**src/rtl/mips_ctrl_pkg.sv**
```systemverilog
`default_nettype none
// ============================================================================
// Module      : mips_ctrl_pkg
// Description : Opcode/funct encodings, ALUOp encodings and the control
//               bundle type shared by the ID-stage decoder and ID/EX pipe.
// Revision    : 1.0 - initial release
// ============================================================================
package mips_ctrl_pkg;

    localparam int C_OPCODE_W = 6;
    localparam int C_FUNCT_W  = 6;
    localparam int C_ALU_OP_W = 4;

    // Primary opcodes, instruction[31:26]
    localparam logic [C_OPCODE_W-1:0] C_OP_R    = 6'b000000;
    localparam logic [C_OPCODE_W-1:0] C_OP_ADDI = 6'b001000;
    localparam logic [C_OPCODE_W-1:0] C_OP_ORI  = 6'b001101;
    localparam logic [C_OPCODE_W-1:0] C_OP_ANDI = 6'b001100;
    localparam logic [C_OPCODE_W-1:0] C_OP_BEQ  = 6'b000100;
    localparam logic [C_OPCODE_W-1:0] C_OP_BNE  = 6'b000101;
    localparam logic [C_OPCODE_W-1:0] C_OP_LW   = 6'b100011;
    localparam logic [C_OPCODE_W-1:0] C_OP_SW   = 6'b101011;
    localparam logic [C_OPCODE_W-1:0] C_OP_LUI  = 6'b001111;
    localparam logic [C_OPCODE_W-1:0] C_OP_J    = 6'b000010;
    localparam logic [C_OPCODE_W-1:0] C_OP_JAL  = 6'b000011;

    // R-type funct that turns the instruction into a register jump
    localparam logic [C_FUNCT_W-1:0]  C_FUNCT_JR = 6'b001000;

    // ALUOp encodings understood by the EX-stage ALU control
    localparam logic [C_ALU_OP_W-1:0] C_ALUOP_RTYPE = 4'b0111;
    localparam logic [C_ALU_OP_W-1:0] C_ALUOP_ADDI  = 4'b0100;
    localparam logic [C_ALU_OP_W-1:0] C_ALUOP_ORI   = 4'b0101;
    localparam logic [C_ALU_OP_W-1:0] C_ALUOP_ANDI  = 4'b0110;
    localparam logic [C_ALU_OP_W-1:0] C_ALUOP_BR    = 4'b0001;
    localparam logic [C_ALU_OP_W-1:0] C_ALUOP_LW    = 4'b0010;
    localparam logic [C_ALU_OP_W-1:0] C_ALUOP_SW    = 4'b0011;
    localparam logic [C_ALU_OP_W-1:0] C_ALUOP_LUI   = 4'b1000;
    localparam logic [C_ALU_OP_W-1:0] C_ALUOP_NONE  = 4'b0000;

    // Control bundle carried from ID into EX
    typedef struct packed {
        logic [C_ALU_OP_W-1:0] alu_op;
        logic                  reg_dst;
        logic                  alu_src;
        logic                  mem_read;
        logic                  mem_write;
        logic                  mem_to_reg;
        logic                  reg_write;
        logic                  branch_eq;
        logic                  branch_ne;
        logic                  jump;
        logic                  jal;
        logic                  jr;
    } ctrl_t;

    // All-zero bundle: a pipeline bubble
    localparam ctrl_t C_CTRL_NOP = '0;

endpackage
`default_nettype wire

```
**src/rtl/main_control_decoder.sv**
```systemverilog
`default_nettype none
// ============================================================================
// Module      : main_control_decoder
// Description : Pure combinational main decoder: opcode/funct -> control
//               bundle, illegal-opcode flag and rt-as-source flag.
// Revision    : 1.0 - initial release
// ============================================================================
module main_control_decoder
    import mips_ctrl_pkg::*;
(
    input  logic [C_OPCODE_W-1:0] i_opcode,
    input  logic [C_FUNCT_W-1:0]  i_funct,
    output ctrl_t                 o_ctrl,
    output logic                  o_illegal,
    output logic                  o_uses_rt
);

    // Opcode decode; every field not named for an opcode stays 0
    always_comb begin
        o_ctrl    = C_CTRL_NOP;
        o_illegal = 1'b0;
        o_uses_rt = 1'b0;
        case (i_opcode)
            C_OP_R: begin
                o_ctrl.alu_op    = C_ALUOP_RTYPE;
                o_ctrl.reg_dst   = 1'b1;
                o_uses_rt        = 1'b1;
                if (i_funct == C_FUNCT_JR) begin
                    o_ctrl.jr        = 1'b1;
                    o_ctrl.reg_write = 1'b0;
                end else begin
                    o_ctrl.reg_write = 1'b1;
                end
            end
            C_OP_ADDI: begin
                o_ctrl.alu_op    = C_ALUOP_ADDI;
                o_ctrl.alu_src   = 1'b1;
                o_ctrl.reg_write = 1'b1;
            end
            C_OP_ORI: begin
                o_ctrl.alu_op    = C_ALUOP_ORI;
                o_ctrl.alu_src   = 1'b1;
                o_ctrl.reg_write = 1'b1;
            end
            C_OP_ANDI: begin
                o_ctrl.alu_op    = C_ALUOP_ANDI;
                o_ctrl.alu_src   = 1'b1;
                o_ctrl.reg_write = 1'b1;
            end
            C_OP_BEQ: begin
                o_ctrl.alu_op    = C_ALUOP_BR;
                o_ctrl.branch_eq = 1'b1;
                o_uses_rt        = 1'b1;
            end
            C_OP_BNE: begin
                o_ctrl.alu_op    = C_ALUOP_BR;
                o_ctrl.branch_ne = 1'b1;
                o_uses_rt        = 1'b1;
            end
            C_OP_LW: begin
                o_ctrl.alu_op     = C_ALUOP_LW;
                o_ctrl.alu_src    = 1'b1;
                o_ctrl.mem_read   = 1'b1;
                o_ctrl.mem_to_reg = 1'b1;
                o_ctrl.reg_write  = 1'b1;
            end
            C_OP_SW: begin
                o_ctrl.alu_op    = C_ALUOP_SW;
                o_ctrl.alu_src   = 1'b1;
                o_ctrl.mem_write = 1'b1;
                o_uses_rt        = 1'b1;
            end
            C_OP_LUI: begin
                o_ctrl.alu_op    = C_ALUOP_LUI;
                o_ctrl.alu_src   = 1'b1;
                o_ctrl.reg_write = 1'b1;
            end
            C_OP_J: begin
                o_ctrl.alu_op = C_ALUOP_NONE;
                o_ctrl.jump   = 1'b1;
            end
            C_OP_JAL: begin
                o_ctrl.alu_op    = C_ALUOP_NONE;
                o_ctrl.jump      = 1'b1;
                o_ctrl.jal       = 1'b1;
                o_ctrl.reg_write = 1'b1;
            end
            default: begin
                o_illegal = 1'b1;
            end
        endcase
    end

endmodule
`default_nettype wire

```
**src/rtl/id_ex_control_pipe.sv**
```systemverilog
`default_nettype none
// ============================================================================
// Module      : id_ex_control_pipe
// Description : Main control decode plus ID/EX control register with
//               load-use hazard detection, bubble insertion, flush/hold
//               handling and a saturating bubble counter.
// Revision    : 1.0 - initial release
// ============================================================================
module id_ex_control_pipe
    import mips_ctrl_pkg::*;
#(
    parameter int BUBBLE_CNT_W = 16,
    parameter int REG_ADDR_W   = 5
) (
    input  logic                    clk,
    input  logic                    reset,
    input  logic                    id_valid,
    input  logic [C_OPCODE_W-1:0]   id_opcode,
    input  logic [C_FUNCT_W-1:0]    id_funct,
    input  logic [REG_ADDR_W-1:0]   id_rs,
    input  logic [REG_ADDR_W-1:0]   id_rt,
    input  logic                    flush,
    input  logic                    hold,
    output logic [C_ALU_OP_W-1:0]   ex_alu_op,
    output logic [C_FUNCT_W-1:0]    ex_funct,
    output logic [REG_ADDR_W-1:0]   ex_rt,
    output logic                    ex_reg_dst,
    output logic                    ex_alu_src,
    output logic                    ex_mem_read,
    output logic                    ex_mem_write,
    output logic                    ex_mem_to_reg,
    output logic                    ex_reg_write,
    output logic                    ex_branch_eq,
    output logic                    ex_branch_ne,
    output logic                    ex_jump,
    output logic                    ex_jal,
    output logic                    ex_jr,
    output logic                    ex_valid,
    output logic                    ex_illegal,
    output logic                    pc_write,
    output logic                    if_id_write,
    output logic [BUBBLE_CNT_W-1:0] bubble_count
);

    localparam logic [BUBBLE_CNT_W-1:0] c_cnt_one = {{(BUBBLE_CNT_W-1){1'b0}}, 1'b1};

    ctrl_t                   w_dec_ctrl;
    logic                    w_dec_illegal;
    logic                    w_uses_rt;
    logic                    w_load_use;

    ctrl_t                   r_ex_ctrl;
    logic                    r_ex_illegal;
    logic                    r_ex_valid;
    logic [REG_ADDR_W-1:0]   r_ex_rt;
    logic [C_FUNCT_W-1:0]    r_ex_funct;
    logic [BUBBLE_CNT_W-1:0] r_bubble_count;

    main_control_decoder u_dec (
        .i_opcode  (id_opcode),
        .i_funct   (id_funct),
        .o_ctrl    (w_dec_ctrl),
        .o_illegal (w_dec_illegal),
        .o_uses_rt (w_uses_rt)
    );

    // Load in EX whose destination feeds a source of the ID instruction; $zero never hazards
    always_comb begin
        w_load_use = id_valid & r_ex_valid & r_ex_ctrl.mem_read
                   & (r_ex_rt != '0)
                   & ((r_ex_rt == id_rs) | (w_uses_rt & (r_ex_rt == id_rt)));
    end

    // Front-end write enables: a flushed ID instruction is discarded, so it never stalls
    always_comb begin
        pc_write    = ~hold & (flush | ~w_load_use);
        if_id_write = ~hold & (flush | ~w_load_use);
    end

    // ID/EX control register: flush > hold > load-use bubble > normal advance
    always_ff @(posedge clk or negedge reset) begin
        if (!reset) begin
            r_ex_ctrl      <= C_CTRL_NOP;
            r_ex_illegal   <= 1'b0;
            r_ex_valid     <= 1'b0;
            r_ex_rt        <= '0;
            r_ex_funct     <= '0;
            r_bubble_count <= '0;
        end else if (flush) begin
            r_ex_ctrl    <= C_CTRL_NOP;
            r_ex_illegal <= 1'b0;
            r_ex_valid   <= 1'b0;
            r_ex_rt      <= '0;
            r_ex_funct   <= '0;
        end else if (hold) begin
            r_ex_ctrl      <= r_ex_ctrl;
            r_ex_illegal   <= r_ex_illegal;
            r_ex_valid     <= r_ex_valid;
            r_ex_rt        <= r_ex_rt;
            r_ex_funct     <= r_ex_funct;
            r_bubble_count <= r_bubble_count;
        end else if (w_load_use) begin
            r_ex_ctrl    <= C_CTRL_NOP;
            r_ex_illegal <= 1'b0;
            r_ex_valid   <= 1'b0;
            r_ex_rt      <= '0;
            r_ex_funct   <= '0;
            if (r_bubble_count != '1) begin
                r_bubble_count <= r_bubble_count + c_cnt_one;
            end
        end else begin
            r_ex_ctrl    <= id_valid ? w_dec_ctrl : C_CTRL_NOP;
            r_ex_illegal <= id_valid & w_dec_illegal;
            r_ex_valid   <= id_valid;
            r_ex_rt      <= id_rt;
            r_ex_funct   <= id_funct;
        end
    end

    // Output mapping of the EX-stage control register
    always_comb begin
        ex_alu_op     = r_ex_ctrl.alu_op;
        ex_reg_dst    = r_ex_ctrl.reg_dst;
        ex_alu_src    = r_ex_ctrl.alu_src;
        ex_mem_read   = r_ex_ctrl.mem_read;
        ex_mem_write  = r_ex_ctrl.mem_write;
        ex_mem_to_reg = r_ex_ctrl.mem_to_reg;
        ex_reg_write  = r_ex_ctrl.reg_write;
        ex_branch_eq  = r_ex_ctrl.branch_eq;
        ex_branch_ne  = r_ex_ctrl.branch_ne;
        ex_jump       = r_ex_ctrl.jump;
        ex_jal        = r_ex_ctrl.jal;
        ex_jr         = r_ex_ctrl.jr;
        ex_valid      = r_ex_valid;
        ex_illegal    = r_ex_illegal;
        ex_rt         = r_ex_rt;
        ex_funct      = r_ex_funct;
        bubble_count  = r_bubble_count;
    end

endmodule
`default_nettype wire

```
**config.mk**
```make
export PLATFORM = sky130hd
export DESIGN_NAME = id_ex_control_pipe
export DESIGN_NICKNAME = d
export VERILOG_FILES = /design/src/rtl/mips_ctrl_pkg.sv /design/src/rtl/main_control_decoder.sv /design/src/rtl/id_ex_control_pipe.sv
export SDC_FILE = /design/constraint.sdc
export NUM_CORES = 1
export LEC_CHECK = 0
export CORE_ASPECT_RATIO = 0.7
export CORE_MARGIN = 8
export CORE_UTILIZATION = 32
export DETAILED_ROUTE_END_ITERATION = 16
export GPL_TIMING_DRIVEN = 0
export SLEW_MARGIN = 20
export SYNTH_ARGS = -nofsm -noshare
export SYNTH_HDL_FRONTEND = slang
export SYNTH_SLANG_ARGS = --single-unit
```
**constraint.sdc**
```tcl
create_clock -name clk -period 3.1 [get_ports clk]
set_input_delay 0.62 -clock clk [delete_from_list [all_inputs] [get_ports clk]]
set_output_delay 0.62 -clock clk [all_outputs]
set_load 0.02 [all_outputs]
```
==> out/qor.txt, run 1 <==
Max Freq = 333 MHz
main combinational cell family by area after synthesis = simple AND/OR/NAND/NOR gates
Setup Crit Path Kind = input port to output port
area grow syn2layout = 41.9%
mapped cell area = 2300 µm²
WL per Instance = 16.0 µm
CTS buffer count = 5
clk buf depth = 2
Placed Area = 3150 µm²
synth warn = 0
Yosys reg bits = 43
pwr dens = 331 nW/µm²
DIE AREA = 10200 µm²
Ports = 73
first drt pass iteration count = 4
starting density of the core = 32.3%
largest net degree at the start of global routing = 24
wirelength, routed = 6570 µm
critical path required time = 2.48 ns
via count of the first global-routing pass = 2089
Max-cap violations = 0
first-pass GRT wire length = 10900 µm
Crit path top cell by count = a21oi_2
clk sinks = 43
Clock Latency Late Sink = 0.29 ns
Final Cell Area = 3270 µm²
CTS Root Cell = clkbuf_8
Most used DFF post-synth = dfrtp_1
Net Sw Power = 0.000277 W
critical path, cell by cell = clkdlybuf4s50_1 -> nor2b_1 -> or3_4 -> a211o_1 -> a21oi_2 -> a21oi_2 -> clkdlybuf4s15_2
commonest non-fill, non-tap cell in the layout = clkdlybuf4s50_1
Core Footprint = 7120 µm²
most frequent cells in the layout = clkdlybuf4s50_1 (65), dfrtp_1 (43), nand2_1 (37), xnor2_1 (22)
syn nets = 261
post-synthesis simple-gate area fraction = 22.5%
DPL Wire Length = 5180 µm
placer congestion estimate = 0.858
period utilization = 96.9%
global route overflow = 0
row cnt = 26
hold crit path type = input port to async pin
CP Launch Type = input port
drt first-iter violations = 118
fin. max-slew vios = 0
buffers added on ports = 70
CP max stage cell = clkdlybuf4s50_1
Largest stage delay, worst path = 0.47 ns
Post-Layout Cell Count = 411
Die W = 117 µm
Pint = 0.000806 W
final setup fails = 0
sequential area share after synthesis = 46.7%
fill cell count = 680
Max VDD drop = 0.000163 V
Post-synth ARST share = 100%
post-synthesis xor/xnor area fraction = 9.51%
RSZ-0062 raised after global routing = false
cells after synthesis = 233
layout cell share with drive strength beyond 1 = 12.1%
slew margin rel. = 53.9%
crit path buf inv count = 2
Critical Path Fanout Max = 2
Logic pwr share = 16.8%
number of synthesized flops with an enable pin = 0
Crit path max-delay family = buffers and inverters
Worst Tran Pin Value = 0.691 ns
Crit. End Element = output port
DRT antenna net count = 0
Avg Cell Area, Syn = 9.88 µm²
Vias/cell = 4.99
antenna violations before repair = 0
Synth cell types = 50
htree depth = 2
Critical Path AT = 2.38 ns
diode count = 0
fraction of the mapped netlist area in adder cells = 0.543%
Final nets = 342
Post-CTS Hold Buffers = 0
clock share of power = 29.5%
FF-to-FF setup slack = 0.75 ns
chip height = 87.0 µm
Remaining DRCs = 0
Setup TNS = 0 ns
skew final = 0.00426 ns
Placed Cells = 402
switching share of power = 25.6%
DR vias = 2049
complex-gate fraction of the synthesized area = 15.8%
mux contribution to synthesized area = 0.489%
final hold violations = 0
part of the power in registers = 53.7%
Total GRT Usage = 13.1%
post-layout min period = 3.00 ns
TritonCTS clock tree = built
status = complete, no violations
Reg clk slew, reported paths = 0.07 ns
leakage = 1.30 nW
[cells by family after synthesis]
family | count (synthesis)
xor+xnor | 25
simple gates | 99
fa+ha+maj | 1
buf+inv | 17
mux | 1
compound gates | 47
flops | 43
[routing by layer]
| metal | GRT usage [%] | wire length, µm |
|---|---|---|
| met5 | 0 | 0 |
| met4 | 4.57 | 84 |
| met3 | 3.37 | 373 |
| met2 | 19.9 | 2870 |
| met1 | 17.6 | 3240 |
[layout make-up]
cell class | count | area [µm²] | area share (%)
timing repair buffer | 75 | 753 | 23.1
inverter | 2 | 7.51 | 0.230
sequential | 43 | 1080 | 32.9
tap | 98 | 123 | 3.75
clock buffer | 6 | 72.6 | 2.22
buffer | 14 | 90.1 | 2.76
multi-input combinational | 173 | 1140 | 35.0
[sequential cells by signal (all words and copies together), names as in the netlist, 4 cells and up]
| name | count |
|---|---|
| ex_rt | 5 |
| bubble_count | 16 |
| ex_alu_op | 4 |
| ex_funct | 6 |
[synthesized netlist by cell type (all sizes together), types with 2 or more instances]
library cell  number  area [µm²]
or2                2        15.0
inv                2        7.51
clkbuf             7        27.5
nor2              12        45.0
nand4             12        75.1
o21ai             14        70.1
xor2               3        26.3
a32o               2        20.0
o31ai              5        56.3
nand3b             3        22.5
buf                8        66.3
and3               4        25.0
xnor2             22         193
dfrtp             43        1080
nand2b             3        18.8
nor2b              2        12.5
a22oi              7        52.6
nand3              8        45.0
nor3               2        10.0
or4                2        18.8
nand2             37         139
and2               3        18.8
nand4b             2        17.5
nor3b              2        15.0
a21oi              9        45.0
and4               2        17.5
[repair_timing]
action / 4_1_cts / 5_1_grt
setup buffers: 2 / 2
gates resized for setup: 14 / 4
pin swaps: 3 / 4
setup endpoints to repair: 2 / 2
[worst paths after layout]
check,from,depth (start not counted),end
setup / recovery,id_opcode[2],7,if_id_write
min in group clk,ex_jump,2,ex_jump
hold reg to reg,ex_jump,2,ex_jump
hold / removal,reset,1,ex_jump
max in group asynchronous,reset,2,ex_rt[1]
setup reg to reg,bubble_count[0],7,bubble_count[14]
[through the flow]
stage | power [W] | utilization [%] | hold WS, ns | setup WS, ns
CTS | 0.00109 | 45.6 | 0.314 | -0.000253
finish | 0.00108 | 45.9 | 0.302 | 0.0961
floorplan | 0.000676 | - | 0.324 | 0.316
detailed placement | 0.000772 | 44.2 | 0.476 | -0.679
global placement | 0.000767 | 43.9 | 0.472 | -0.663
global route | 0.00113 | 45.9 | 0.336 | 0.0211
[power by group through the flow]
stage	clock [W]	sequential [W]	combinational, W
CTS	0.000331	0.000581	0.000182
global route	0.000352	0.000583	0.000199
floorplan	0	0.000603	0.0000727
finish	0.000319	0.000581	0.000182
detailed placement	0	0.000592	0.000180
global placement	0	0.000592	0.000175
(Power assumes the default switching activity.)
==> run 2: changes to the inputs <==
CORE_ASPECT_RATIO = 0.6   (was 0.7)
==> out/qor.txt, run 2 (synthesis results as in run 1) <==
Reg clk slew, reported paths = 0.06 ns (was 0.07 ns)
buffers added on ports = 70 (unchanged)
FF-to-FF Start = bubble_count[0] (unchanged)
Post-Layout Cell Count = 408 (was 411)
Remaining DRCs = 0 (unchanged)
clock share of power = 39.2% (was 29.5%)
via count of the first global-routing pass = 2000 (was 2089)
htree depth = 2 (unchanged)
Final Cell Area = 3340 µm² (was 3270 µm²)
skew final = 0.00407 ns (was 0.00426 ns)
CP Launch Point = id_opcode[2] (unchanged)
Setup Crit Path Kind = input port to output port (unchanged)
DRT antenna net count = 0 (unchanged)
DR vias = 2065 (was 2049)
Die W = 126 µm (was 117 µm)
starting density of the core = 32.3% (about the same)
largest net degree at the start of global routing = 23 (was 24)
Clock Latency Late Sink = 0.28 ns (was 0.29 ns)
Logic pwr share = 14.6% (was 16.8%)
number of flip-flops in the largest register = 16 (unchanged)
Total GRT Usage = 13.4% (was 13.1%)
clk buf depth = 2 (unchanged)
Vias/cell = 5.06 (was 4.99)
Worst Tran Pin Value = 0.716 ns (was 0.691 ns)
fill cell count = 683 (was 680)
Largest stage delay, worst path = 0.49 ns (was 0.47 ns)
final setup fails = 0 (unchanged)
row cnt = 24 (was 26)
Post-CTS Hold Buffers = 0 (unchanged)
critical path, cell by cell = clkdlybuf4s50_1 -> nor2b_1 -> or3_4 -> a211o_1 -> a21oi_2 -> a21oi_2 -> buf_4 -> buf_2 (was clkdlybuf4s50_1 -> nor2b_1 -> or3_4 -> a211o_1 -> a21oi_2 -> a21oi_2 -> clkdlybuf4s15_2)
Critical Path AT = 2.41 ns (was 2.38 ns)
antenna violations before repair = 0 (unchanged)
hold crit path type = input port to async pin (unchanged)
FF-to-FF setup slack = 0.70 ns (was 0.75 ns)
period utilization = 97.8% (was 96.9%)
commonest non-fill, non-tap cell in the layout = clkdlybuf4s50_1 (unchanged)
Ports = 73 (unchanged)
CTS buffer count = 5 (unchanged)
diode count = 0 (unchanged)
Final nets = 344 (was 342)
Pwr Total = 0.00127 W (was 0.00108 W)
CP Launch Type = input port (unchanged)
post-route core utilization = 46.9% (was 45.9%)
TritonCTS clock tree = built (unchanged)
final hold violations = 0 (unchanged)
switching share of power = 24.5% (was 25.6%)
first-pass GRT wire length = 10900 µm (unchanged)
wirelength, routed = 6910 µm (was 6570 µm)
fin. max-slew vios = 0 (unchanged)
Placed Cells = 395 (was 402)
Crit. End Element = output port (unchanged)
WL per Instance = 16.9 µm (was 16.0 µm)
CTS Root Cell = clkbuf_16 (was clkbuf_8)
critical path endpoint = pc_write (was if_id_write)
layout cell share with drive strength beyond 1 = 12.9% (was 12.1%)
status = complete, no violations (unchanged)
slew margin rel. = 52.2% (was 53.9%)
drt first-iter violations = 154 (was 118)
global route overflow = 0 (unchanged)
DIE AREA = 10300 µm² (was 10200 µm²)
placer congestion estimate = 0.916 (was 0.858)
Core Footprint = 7120 µm² (about the same)
CP max stage cell = clkdlybuf4s50_1 (unchanged)
Max Freq = 330 MHz (was 333 MHz)
Max-cap violations = 0 (unchanged)
Max VDD drop = 0.000199 V (was 0.000163 V)
pwr dens = 379 nW/µm² (was 331 nW/µm²)
leakage = 1.34 nW (was 1.30 nW)
cells on worst reg2reg path = 7 (unchanged)
part of the power in registers = 46.1% (was 53.7%)
Crit path top cell by count = a21oi_2 (unchanged)
critical path required time = 2.48 ns (about the same)
chip height = 81.7 µm (was 87.0 µm)
Pint = 0.000955 W (was 0.000806 W)
area grow syn2layout = 45.0% (was 41.9%)
first drt pass iteration count = 4 (unchanged)
post-layout min period = 3.03 ns (was 3.00 ns)
most frequent cells in the layout = clkdlybuf4s50_1 (65), dfrtp_1 (43), nand2_1 (37), xnor2_1 (22) (unchanged)
DPL Wire Length = 5320 µm (was 5180 µm)
Placed Area = 3140 µm² (was 3150 µm²)
Reg2Reg Capture Point = bubble_count[10] (was bubble_count[14])
clk sinks = 43 (unchanged)
Net Sw Power = 0.000310 W (was 0.000277 W)
Critical Path Fanout Max = 2 (unchanged)
run 2: repair_timing:
action | CTS | global route
buffers inserted | 2 | 3
pin swaps | 2 | 4
resized for setup | 12 | 6
endpoints found under the setup margin | 2 | 2
run 2: worst max-delay path, delay by kind of cell:
kind | cells | cell delay, ns
and+or+nand+nor | 2 | 0.44
buffers and inverters | 3 | 0.79
AOI/OAI and AO/OA | 3 | 0.56
run 2: metrics by stage:
stage | setup WS (ns) | setup TNS, ns | hold WS (ns)
floorplan | 0.316 | 0 | 0.324
global placement | -0.693 | -1.27 | 0.473
detailed placement | -0.667 | -1.21 | 0.474
CTS | -0.0199 | -0.0199 | 0.345
global route | -0.0314 | -0.0432 | 0.360
finish | 0.0683 | 0 | 0.328
run 2: final cells by class:
cell class                      count  area (µm²)  share of cell area (%)
Multi-Input combinational cell    173        1140                    34.3
Sequential cell                    43        1080                    32.2
Timing Repair Buffer               76         758                    22.7
Clock buffer                        7         133                    3.97
Tap cell                           91         114                    3.41
Buffer                             15         100                    3.00
Inverter                            2        7.51                   0.225
Clock inverter                      1        5.00                   0.150
run 2: power groups by stage:
stage | clock network, W | logic (W) | registers (W)
2_1_floorplan | 0 | 0.0000727 | 0.000603
3_3_place_gp | 0 | 0.000176 | 0.000593
3_5_place_dp | 0 | 0.000181 | 0.000593
4_1_cts | 0.000507 | 0.000182 | 0.000583
5_1_grt | 0.000536 | 0.000201 | 0.000584
6_report | 0.000496 | 0.000185 | 0.000584
run 2: worst min path at each step:
stage | startpoint | endpoint | slack [ns] | cells after the start
floorplan | reset | bubble_count[0] | 0.32 | 0
global placement | ex_illegal | ex_illegal | 0.47 | 2
detailed placement | ex_jal | ex_jal | 0.47 | 2
CTS | reset | ex_branch_eq | 0.34 | 1
global route | reset | ex_branch_eq | 0.36 | 1
finish | reset | ex_branch_eq | 0.33 | 1
run 2: layer usage:
metal	part of all wire, %	global-route usage [%]
met4	0.84	3.62
met3	7.9	4.28
met1	52	20.1
met5	0	0
met2	39	17.7
==> run 3: changes to the inputs <==
SETUP_SLACK_MARGIN = 0.4   (was unset)
clock period = 3.9 ns   (was 3.1 ns; I/O delays follow)
==> out/qor.txt, run 3 (synthesis results as in run 1) <==
status = complete, no violations (unchanged)
Ports = 73 (unchanged)
Critical Path AT = 2.58 ns (was 2.41 ns)
CTS buffer count = 5 (unchanged)
final hold violations = 0 (unchanged)
Reg clk slew, reported paths = 0.06 ns (about the same)
Final nets = 344 (unchanged)
critical path required time = 3.12 ns (was 2.48 ns)
skew final = 0.00401 ns (was 0.00407 ns)
area grow syn2layout = 44.6% (was 45.0%)
fill cell count = 686 (was 683)
Vias/cell = 5.01 (was 5.06)
DIE AREA = 10300 µm² (unchanged)
wirelength, routed = 6930 µm (was 6910 µm)
most frequent cells in the layout = clkdlybuf4s50_1 (65), dfrtp_1 (43), nand2_1 (37), xnor2_1 (22) (unchanged)
slew margin rel. = 51.9% (was 52.2%)
number of flip-flops in the largest register = 16 (unchanged)
drt first-iter violations = 173 (was 154)
diode count = 0 (unchanged)
leakage = 1.34 nW (about the same)
Worst Tran Pin Value = 0.720 ns (was 0.716 ns)
first drt pass iteration count = 4 (unchanged)
buffers added on ports = 70 (unchanged)
Remaining DRCs = 0 (unchanged)
Post-CTS Hold Buffers = 0 (unchanged)
Clock Latency Late Sink = 0.28 ns (about the same)
Crit. End Element = output port (unchanged)
Max VDD drop = 0.000158 V (was 0.000199 V)
DPL Wire Length = 5320 µm (unchanged)
post-route core utilization = 46.8% (was 46.9%)
period utilization = 86.1%
area of the multi-input gates = 1140 µm² (unchanged)
CTS Root Cell = clkbuf_16 (unchanged)
post-layout min period = 3.36 ns
Pwr Total = 0.00101 W (was 0.00127 W)
first-pass GRT wire length = 10900 µm (unchanged)
hold crit path type = flop to flop (was input port to async pin)
Core Footprint = 7120 µm² (unchanged)
clk sinks = 43 (unchanged)
antenna violations before repair = 0 (unchanged)
clk buf depth = 2 (unchanged)
FF-to-FF setup slack = 1.50 ns (was 0.70 ns)
Max Freq = 298 MHz
Setup Crit Path Kind = input port to output port (unchanged)
row cnt = 24 (unchanged)
placer congestion estimate = 0.916 (unchanged)
DR vias = 2045 (was 2065)
Die W = 126 µm (unchanged)
largest net degree at the start of global routing = 23 (unchanged)
global route overflow = 0 (unchanged)
htree depth = 2 (unchanged)
layout cell share with drive strength beyond 1 = 12.9% (unchanged)
RSZ-0062 raised after global routing = false
chip height = 81.7 µm (unchanged)
commonest non-fill, non-tap cell in the layout = clkdlybuf4s50_1 (unchanged)
Total GRT Usage = 13.4% (unchanged)
final setup fails = 0 (unchanged)
TritonCTS clock tree = built (unchanged)
Max-cap violations = 0 (unchanged)
pwr dens = 302 nW/µm² (was 379 nW/µm²)
fin. max-slew vios = 0 (unchanged)
CP Launch Type = input port (unchanged)
sequential cell area = 1080 µm² (unchanged)
WL per Instance = 17.0 µm (was 16.9 µm)
DRT antenna net count = 0 (unchanged)
via count of the first global-routing pass = 2000 (unchanged)
starting density of the core = 32.3% (unchanged)
final hold slack = 0.483 ns (was 0.328 ns)
Critical Path Fanout Max = 2 (unchanged)
[run 3: changes by cell type in the layout (fill, tap and decap cells not counted), sizes merged]
cell	change
clkbuf	+1
clkdlybuf4s15	-1
[run 3: cell type report]
class                           count  share of cell area (%)
Timing Repair Buffer               76                    22.6
Inverter                            2                   0.225
Multi-Input combinational cell    173                    34.4
Clock inverter                      1                   0.150
Sequential cell                    43                    32.3
Buffer                             15                    2.93
Tap cell                           91                    3.42
Clock buffer                        7                    3.98
[run 3: critical path, cell delays in order]
cell and delay, ns:
clkdlybuf4s50_1 0.49, nor2b_1 0.06, or3_4 0.38, a211o_1 0.33
a21oi_2 0.14, a21oi_2 0.08, buf_4 0.15, buf_2 0.15
[run 3: routing by layer]
metal / global-route usage, % / share of wire [%] / up-vias
li1: - / - / 997
met1: 20.1 / 52 / 975
met2: 17.7 / 39 / 71
met3: 4.28 / 8.4 / 2
met4: 3.62 / 0.56 / 0
met5: 0 / 0 / -
[run 3: power breakdown]
| group | leakage [nW] | internal [W] | switching [W] | total (W) |
|---|---|---|---|---|
| logic | 0.679 | 0.0000682 | 0.0000782 | 0.000146 |
| registers | 0.592 | 0.000454 | 0.00000983 | 0.000464 |
| clock network | 0.0679 | 0.000237 | 0.000159 | 0.000396 |
| total | 1.34 | 0.000759 | 0.000247 | 0.00101 |
[run 3: path summary, 6_finish.rpt]
path,start,end,cells past startpoint
setup / recovery,id_opcode[2],pc_write,8
hold / removal,ex_jal,ex_jal,2
setup reg to reg,bubble_count[0],bubble_count[10],7
hold reg to reg,ex_jal,ex_jal,2
max in group asynchronous,reset,ex_rt[0],2
min in group asynchronous,reset,ex_branch_eq,1
[run 3: what timing repair did]
action	in CTS	in global routing
pin swaps	2	3
buffers inserted	2	3
setup endpoints to repair	2	2
gates resized for setup	10	6
[run 3: stage by stage]
| stage | TNS (ns) | cell area (µm²) | instances | setup slack (ns) |
|---|---|---|---|---|
| finish | 0 | 3330 | 408 | 0.541 |
| global route | 0 | 3330 | 408 | 0.427 |
| CTS | 0 | 3300 | 405 | 0.414 |
| detailed placement | -0.253 | 3140 | 395 | -0.187 |
| global placement | -0.310 | 3120 | 394 | -0.213 |
| floorplan | 0 | 2300 | 233 | 0.796 |
